--- src/rtl/gauss_sched.sv ---
// Row sequencer for the 3x3 Gaussian column datapath: buffers raster rows in a
// 3-row rotating line store, replays aligned columns as bursts and tags results.
module gauss_sched #(
    parameter int IMG_W     = 64,
    parameter int IMG_H     = 64,
    parameter int GAUSS_LAT = 6,
    parameter int XW        = $clog2(IMG_W),
    parameter int YW        = $clog2(IMG_H)
) (
    input  logic          clk,
    input  logic          rst,
    input  logic          start,
    input  logic [7:0]    pix_in,
    input  logic          pix_valid,
    output logic          pix_ready,
    output logic [7:0]    g_in0,
    output logic [7:0]    g_in1,
    output logic [7:0]    g_in2,
    output logic          out_valid,
    output logic [XW-1:0] out_x,
    output logic [YW-1:0] out_y,
    output logic          frame_done
);

    typedef enum logic [1:0] {
        S_IDLE  = 2'd0,
        S_FILL  = 2'd1,
        S_BURST = 2'd2,
        S_DRAIN = 2'd3
    } state_t;

    localparam logic [XW-1:0] X_LAST = XW'(IMG_W - 1);
    localparam logic [YW-1:0] Y_LAST = YW'(IMG_H - 1);
    localparam logic [YW-1:0] Y_TWO  = YW'(2);
    localparam logic [XW-1:0] C_TWO  = XW'(2);

    state_t        state_r;
    state_t        state_s;
    logic [XW-1:0] x_r;
    logic [XW-1:0] x_s;
    logic [YW-1:0] y_r;
    logic [YW-1:0] y_s;
    logic [XW-1:0] c_r;
    logic [XW-1:0] c_s;
    logic [1:0]    slot_r;
    logic [1:0]    slot_s;
    logic [1:0]    slot_inc_s;
    logic [1:0]    slot_m1_s;
    logic [1:0]    slot_m2_s;
    logic          done_s;
    logic          accept_s;
    logic          upstream_busy_s;

    logic          pix_ready_r;
    logic [7:0]    g0_r;
    logic [7:0]    g1_r;
    logic [7:0]    g2_r;
    logic          frame_done_r;

    logic [7:0]    line_mem [3][IMG_W];

    logic          tag_v_r [GAUSS_LAT];
    logic [XW-1:0] tag_x_r [GAUSS_LAT];
    logic [YW-1:0] tag_y_r [GAUSS_LAT];

    assign accept_s   = pix_valid && pix_ready_r;
    assign pix_ready  = pix_ready_r;
    assign g_in0      = g0_r;
    assign g_in1      = g1_r;
    assign g_in2      = g2_r;
    assign frame_done = frame_done_r;
    assign out_valid  = tag_v_r[GAUSS_LAT-1];
    assign out_x      = tag_x_r[GAUSS_LAT-1];
    assign out_y      = tag_y_r[GAUSS_LAT-1];

    // Buffer slot arithmetic: slot_r is always y mod 3, so the older rows sit one and two slots back.
    always_comb begin
        slot_inc_s = (slot_r == 2'd2) ? 2'd0 : slot_r + 2'd1;
        slot_m1_s  = (slot_r == 2'd0) ? 2'd2 : slot_r - 2'd1;
        case (slot_r)
            2'd0:    slot_m2_s = 2'd1;
            2'd1:    slot_m2_s = 2'd2;
            default: slot_m2_s = 2'd0;
        endcase
    end

    // DRAIN may finish once every tag except the last stage is empty, so the pulse trails the final result.
    always_comb begin
        upstream_busy_s = 1'b0;
        for (int i = 0; i < GAUSS_LAT - 1; i++) begin
            upstream_busy_s = upstream_busy_s | tag_v_r[i];
        end
    end

    // Next-state and counter update logic.
    always_comb begin
        state_s = state_r;
        x_s     = x_r;
        y_s     = y_r;
        c_s     = c_r;
        slot_s  = slot_r;
        done_s  = 1'b0;
        case (state_r)
            S_IDLE: begin
                if (start) begin
                    state_s = S_FILL;
                    x_s     = '0;
                    y_s     = '0;
                    slot_s  = 2'd0;
                end else begin
                    state_s = S_IDLE;
                end
            end
            S_FILL: begin
                if (accept_s) begin
                    if (x_r == X_LAST) begin
                        x_s = '0;
                        if (y_r < Y_TWO) begin
                            y_s    = y_r + YW'(1);
                            slot_s = slot_inc_s;
                        end else begin
                            state_s = S_BURST;
                            c_s     = '0;
                        end
                    end else begin
                        x_s = x_r + XW'(1);
                    end
                end else begin
                    state_s = S_FILL;
                end
            end
            S_BURST: begin
                if (c_r == X_LAST) begin
                    if (y_r < Y_LAST) begin
                        state_s = S_FILL;
                        y_s     = y_r + YW'(1);
                        x_s     = '0;
                        slot_s  = slot_inc_s;
                    end else begin
                        state_s = S_DRAIN;
                    end
                end else begin
                    c_s = c_r + XW'(1);
                end
            end
            S_DRAIN: begin
                if (!upstream_busy_s) begin
                    state_s = S_IDLE;
                    done_s  = 1'b1;
                end else begin
                    state_s = S_DRAIN;
                end
            end
            default: begin
                state_s = S_IDLE;
            end
        endcase
    end

    // Line store write port; contents are never read before being rewritten, so no reset is needed.
    always_ff @(posedge clk) begin
        if (rst && accept_s) begin
            line_mem[slot_r][x_r] <= pix_in;
        end
    end

    // Control registers and column outputs; the column for the next cycle is fetched one edge early.
    always_ff @(posedge clk) begin
        if (!rst) begin
            state_r      <= S_IDLE;
            x_r          <= '0;
            y_r          <= '0;
            c_r          <= '0;
            slot_r       <= 2'd0;
            pix_ready_r  <= 1'b0;
            g0_r         <= 8'd0;
            g1_r         <= 8'd0;
            g2_r         <= 8'd0;
            frame_done_r <= 1'b0;
        end else begin
            state_r      <= state_s;
            x_r          <= x_s;
            y_r          <= y_s;
            c_r          <= c_s;
            slot_r       <= slot_s;
            pix_ready_r  <= (state_s == S_FILL);
            frame_done_r <= done_s;
            if (state_s == S_BURST) begin
                g0_r <= line_mem[slot_m2_s][c_s];
                g1_r <= line_mem[slot_m1_s][c_s];
                g2_r <= line_mem[slot_r][c_s];
            end else begin
                g0_r <= 8'd0;
                g1_r <= 8'd0;
                g2_r <= 8'd0;
            end
        end
    end

    // Tag pipeline mirroring the gauss latency; columns 0 and 1 only prime the window.
    always_ff @(posedge clk) begin
        if (!rst) begin
            for (int i = 0; i < GAUSS_LAT; i++) begin
                tag_v_r[i] <= 1'b0;
                tag_x_r[i] <= '0;
                tag_y_r[i] <= '0;
            end
        end else begin
            if (state_r == S_BURST) begin
                tag_v_r[0] <= (c_r >= C_TWO);
                tag_x_r[0] <= c_r - XW'(1);
                tag_y_r[0] <= y_r - YW'(1);
            end else begin
                tag_v_r[0] <= 1'b0;
                tag_x_r[0] <= '0;
                tag_y_r[0] <= '0;
            end
            for (int i = 1; i < GAUSS_LAT; i++) begin
                tag_v_r[i] <= tag_v_r[i-1];
                tag_x_r[i] <= tag_x_r[i-1];
                tag_y_r[i] <= tag_y_r[i-1];
            end
        end
    end

endmodule
--- config.mk ---
export PLATFORM = sky130hd
export DESIGN_NAME = gauss_sched
export DESIGN_NICKNAME = d
export VERILOG_FILES = /design/src/rtl/gauss_sched.sv
export SDC_FILE = /design/constraint.sdc
export NUM_CORES = 2
export LEC_CHECK = 0
export BUFFER_PORTS_ARGS = -buffer_cell sky130_fd_sc_hd__buf_2
export CORE_ASPECT_RATIO = 1.4
export CORE_MARGIN = 1
export CORE_UTILIZATION = 64
export CTS_CLUSTER_DIAMETER = 80
export CTS_CLUSTER_SIZE = 20
export DETAILED_ROUTE_END_ITERATION = 10
export GPL_ROUTABILITY_DRIVEN = 0
export PLACE_DENSITY = 0.85
export REMOVE_ABC_BUFFERS = 1
export SLEW_MARGIN = 15
export SYNTH_ARGS = -nofsm -noshare
export SYNTH_HDL_FRONTEND = slang
export SYNTH_SLANG_ARGS = --single-unit
--- constraint.sdc ---
create_clock -name clk -period 3.65 [get_ports clk]
set_input_delay 0.365 -clock clk [delete_from_list [all_inputs] [get_ports clk]]
set_output_delay 0.365 -clock clk [all_outputs]
set_load 0.02 [all_outputs]
==> results of run 1 <==
==> kinds of logic after synthesis <==
logic type      count (synthesis)  synth area share, %
mux                          1129                16.64
xor+xnor                       16               0.1580
simple gates                 2378                12.20
other cells                     1             0.004228
flops                        1664                55.04
fa+ha+maj                      16               0.2257
compound gates               1570                11.79
buf+inv                       713                3.933
==> timing repair <==
| action | CTS |
|---|---|
| setup endpoints to repair | 24 |
| hold buffers | 1 |
| resized for setup | 461 |
| cloned | 21 |
| endpoints found under the hold margin | 10 |
| pin swaps | 109 |
| buffers inserted | 92 |
==> metal layers <==
metal,overflow,GRT usage [%]
met5,0,46.82
met4,67,68.89
met3,11,66.82
met2,40,83.88
met1,7,70.62
==> stage by stage <==
stage          utilization, %  setup TNS [ns]  hold slack [ns]  cells  worst slack (ns)
2_1_floorplan               -        -2578.56           0.4117   6805            -28.95
3_3_place_gp            70.72          -10.51           0.4147   9661            -1.123
3_5_place_dp            70.72          -13.92           0.4181   9661            -1.239
4_1_cts                 75.08          -1.021          0.02900   9915           -0.1013
==> flow_summary.toml, run 1 <==
[die]
die_w_um = 316.6
initial_core_util_pct = 64.46
rows = 161
die_h_um = 442.5
num_io_pins = 51

[logic_synthesis]
synth_edf_count = 1549
synthesis.area_um2 = 88690
ys.flop_type = "edfxtp_1"
synthMostInstantiatedCell = "edfxtp_1"
yosys-top-cells-area = "edfxtp_1, mux2i_1, mux4_2, nand2_1, dfxtp_1"
syn_inst = 7487
yosysTopAreaCellShare_pct = 52.45
postSynth.asyncResetShare_pct = 0
ys_ff_latch = 1664
synth_seq_area_share_pct = 55.04
ys_types = 91
yosysWarnings = 0
syn_area_per_cell_um2 = 11.85
ys_top_cells_by_count = "edfxtp_1, nand2_1, mux2i_1, a21oi_1, nor2_1"
synth_top_cell_by_area = "edfxtp_1"

[global_route]
overflow = 125
track_usage_pct = 72.80
grt_start_max_net_pins = 125

[clock_network]
numCtsBuffers = 93
h-tree-depth = 3
cts_root_buf = "clkbuf_16"
clockBufferDepth = 3
cts.sinks = 1664

[timing]
worstEpCategory = "sequential cell input"
crit_endpoint = "g_in2[7]$_SDFF_PN0_/D"

[placement]
place_hpwl_um = 254500
place_area_um2 = 97300
port_buffers = 50

[run_status]
first-error = "[ERROR GRT-0232] Routing congestion too high. Check the congestion heatmap in the GUI."
lastStage = "5_1_grt"
status = "aborted with a tool error"
==> inputs of run 2 (changes only) <==
--- a/config.mk
+++ b/config.mk
@@ -6,14 +6,11 @@
 export NUM_CORES = 2
 export LEC_CHECK = 0
 export BUFFER_PORTS_ARGS = -buffer_cell sky130_fd_sc_hd__buf_2
-export CORE_ASPECT_RATIO = 1.4
 export CORE_MARGIN = 1
-export CORE_UTILIZATION = 64
-export CTS_CLUSTER_DIAMETER = 80
-export CTS_CLUSTER_SIZE = 20
+export CORE_UTILIZATION = 40
 export DETAILED_ROUTE_END_ITERATION = 10
 export GPL_ROUTABILITY_DRIVEN = 0
-export PLACE_DENSITY = 0.85
+export PLACE_DENSITY_LB_ADDON = 0.15
 export REMOVE_ABC_BUFFERS = 1
 export SLEW_MARGIN = 15
 export SYNTH_ARGS = -nofsm -noshare
==> run 2 against run 1 <==
Net effect: the flow now finishes, with violations (negative setup slack); synthesized cell count unchanged; area after synthesis unchanged.
==> flow_summary.toml, run 2 <==
[routing]
antenna_left = 0
drc = 0
wl_um = 420100
drt-pass1-iter-count = 7
wire_per_inst_um = 36.32
vias = 76630
via_per_inst = 6.625
detail_route.iter0.violations = 12960

[logic_synthesis]
ys.flop_type = "edfxtp_1"
synth_edf_count = 1549
yosys-top-cells-area = "edfxtp_1, mux2i_1, mux4_2, nand2_1, dfxtp_1"
synth_top_cell_by_area = "edfxtp_1"
syn_inst = 7487
postSynth.asyncResetShare_pct = 0
yosysWarnings = 0
ys_types = 91
yosysTopAreaCellShare_pct = 52.45
synthesis.area_um2 = 88690
synthMostInstantiatedCell = "edfxtp_1"
synth_seq_area_share_pct = 55.04
syn_area_per_cell_um2 = 11.85
ys_ff_latch = 1664
ys_top_cells_by_count = "edfxtp_1, nand2_1, mux2i_1, a21oi_1, nor2_1"

[setup_path]
path_max_fanout = 8
cp.arrival_ns = 4.71
cp_data_required_time_ns = 4.42
r2r-start = "state_r[0]$_SDFF_PN0_"
start_kind = "register"
endpoint_kind = "register"
critical_path_class = "reg -> reg"
cp-startpoint = "state_r[0]$_SDFF_PN0_"

[die]
initial_core_util_pct = 40.33
num_io_pins = 51
die_w_um = 472.9
dieArea_um2 = 223600
die_h_um = 472.9
rows = 172
core_um2 = 219900

[global_route]
grt_pass1_wl_um = 567300
overflow = 0
antenna_found_initial = 30
grt_pass1_vias = 70540
track_usage_pct = 36.33
grt_start_max_net_pins = 98

[timing]
clock_skew_ns = 0.05039
fin_crit_sh_pct = 107.9
tightest_slew_ns = 1.103
grt_setup_unrepaired = "true"
min_period_ns = 3.939
setup_slack_ns = -0.2895
timing.fmax_ghz = 0.2538
setup_viol = 19
drv_slew = 0
hold_viol = 0
relSlewSlack_pct = 26.14

[cells_and_area]
largest_register = "line_mem"
final_cell_mix = "edfxtp_1, nand2_1, buf_4"
largest_reg_flops = 1536
final_common_cell = "edfxtp_1"
reg_top3 = "line_mem x1536, tag_x_r x36, tag_y_r x36"
nets = 8455
drive_gt1_share_pct = 27.84
fin_util_pct = 50.96
area_growth_pct = 26.38

[clock_network]
h-tree-depth = 4
cts.clk_slew.worst_paths_ns = 0.06
clockBufferDepth = 3
cts.sinks = 1664
numCtsBuffers = 189
insertion_delay_ns = 0.91
cts_tree = "yes"
cts_root_buf = "clkbuf_16"

[pwr]
powerDensity_nw_per_um2 = 414.8
p_leak_nw = 38.84
p_int_mw = 34.35
p_comb_share_pct = 11.3
p_total_mw = 46.49
power_frac_seq_pct = 44.9
p_sw_share_pct = 26.12
clkPwrFrac_pct = 43.8
power.switching_mw = 12.14
peakVddDrop_v = 0.0004097

[placement]
dp_slack_ns = -0.8430
place_hpwl_um = 290300
port_buffers = 50

[worst_hold_path]
holdCritPathClass = "in -> reg"
worstHoldStart = "pix_in[6]"

[job]
drv_cap = 0

[run_status]
status = "finished with violations"
violations = "negative setup slack"
[run 2: cell counts after synthesis]
Identical to the previous run, type by type.
[run 2: worst paths after layout]
path,cells after the start,endpoint,slack (ns)
max,17,g_in0[3]$_SDFF_PN0_,-0.29
min,1,line_mem[1][6]$_DFFE_PP_,0.01
max reg2reg,17,g_in0[3]$_SDFF_PN0_,-0.29
min reg2reg,1,tag_y_r[0][17]$_DFF_P_,0.43
[run 2: cell type report]
cell class / instances / area [um^2]
multi-input cells: 5122 / 38700
clock inverters: 127 / 1607
clock buffers: 224 / 4966
flip-flops and latches: 1664 / 48830
diodes: 22 / 55.05
repair buffers: 1431 / 14150
inverters: 19 / 81.33
well taps: 2958 / 3701
fillers: 19100 / 107900
[run 2: repair_timing]
| item | CTS | global route |
|---|---|---|
| endpoints found under the hold margin | 224 | 0 |
| setup buffers | 77 | 104 |
| gates resized for setup | 238 | 338 |
| cloned | 12 | 11 |
| hold buffers | 7 | 0 |
| endpoints found under the setup margin | 24 | 24 |
| pin swaps | 55 | 118 |
[run 2: cells by family (layout without fill, tap and decap cells)]
family,count (synthesis),after routing,share of synthesized area (%)
simple gates,2378,2378,12.20
buf+inv,713,1801,3.933
flops,1664,1664,55.04
fa+ha+maj,16,16,0.2257
xor+xnor,16,16,0.1580
mux,1129,1129,16.64
other cells,1,35,0.004228
compound gates,1570,1570,11.79
[run 2: per-layer routing]
layer | GRT usage, % | vias to the layer above | share of wire (%)
met2 | 51.65 | 6174 | 41
met3 | 12.32 | 1358 | 14
met5 | 0 | - | 0.038
met4 | 23.47 | 18 | 8.1
met1 | 47.03 | 38130 | 37
li1 | - | 30950 | -
[run 2: power groups by stage]
| stage | sequential, mW | combinational, mW | clock [mW] |
|---|---|---|---|
| floorplan | 21.4 | 2.87 | 0 |
| global placement | 21.3 | 4.82 | 0 |
| detailed placement | 21.3 | 4.83 | 0 |
| CTS | 20.9 | 4.91 | 20.5 |
| global route | 20.9 | 5.30 | 21.1 |
| finish | 20.9 | 5.26 | 20.3 |
[run 2: per-stage QoR]
stage	area [um^2]	hold slack (ns)	TNS, ns	instances
after global routing	112000	0.03191	-2.823	11550
after floorplan	85320	0.4117	-2578.56	6805
after detailed placement	100800	0.4189	-10.27	11000
after global placement	100800	0.4137	-10.46	11000
after CTS	109500	0.01064	-0.3230	11440
final	112100	0.01046	-1.618	11570
[run 2: worst max-delay path, cell delays in order (launching register included)]
cell and delay (ns):
dfxtp_2 0.35, inv_4 0.05, ha_4 0.28, buf_8 0.13, nor2b_4 0.14, o211ai_1 0.17, o211a_4 0.22, nor2_4 0.23
clkbuf_16 0.26, buf_12 0.12, buf_12 0.12, nand3_4 0.11, buf_8 0.18, a21oi_2 0.12, nor2_2 0.06, o211ai_1 0.87
a311o_1 0.30, o41ai_2 0.09
(Power assumes the default switching activity.)
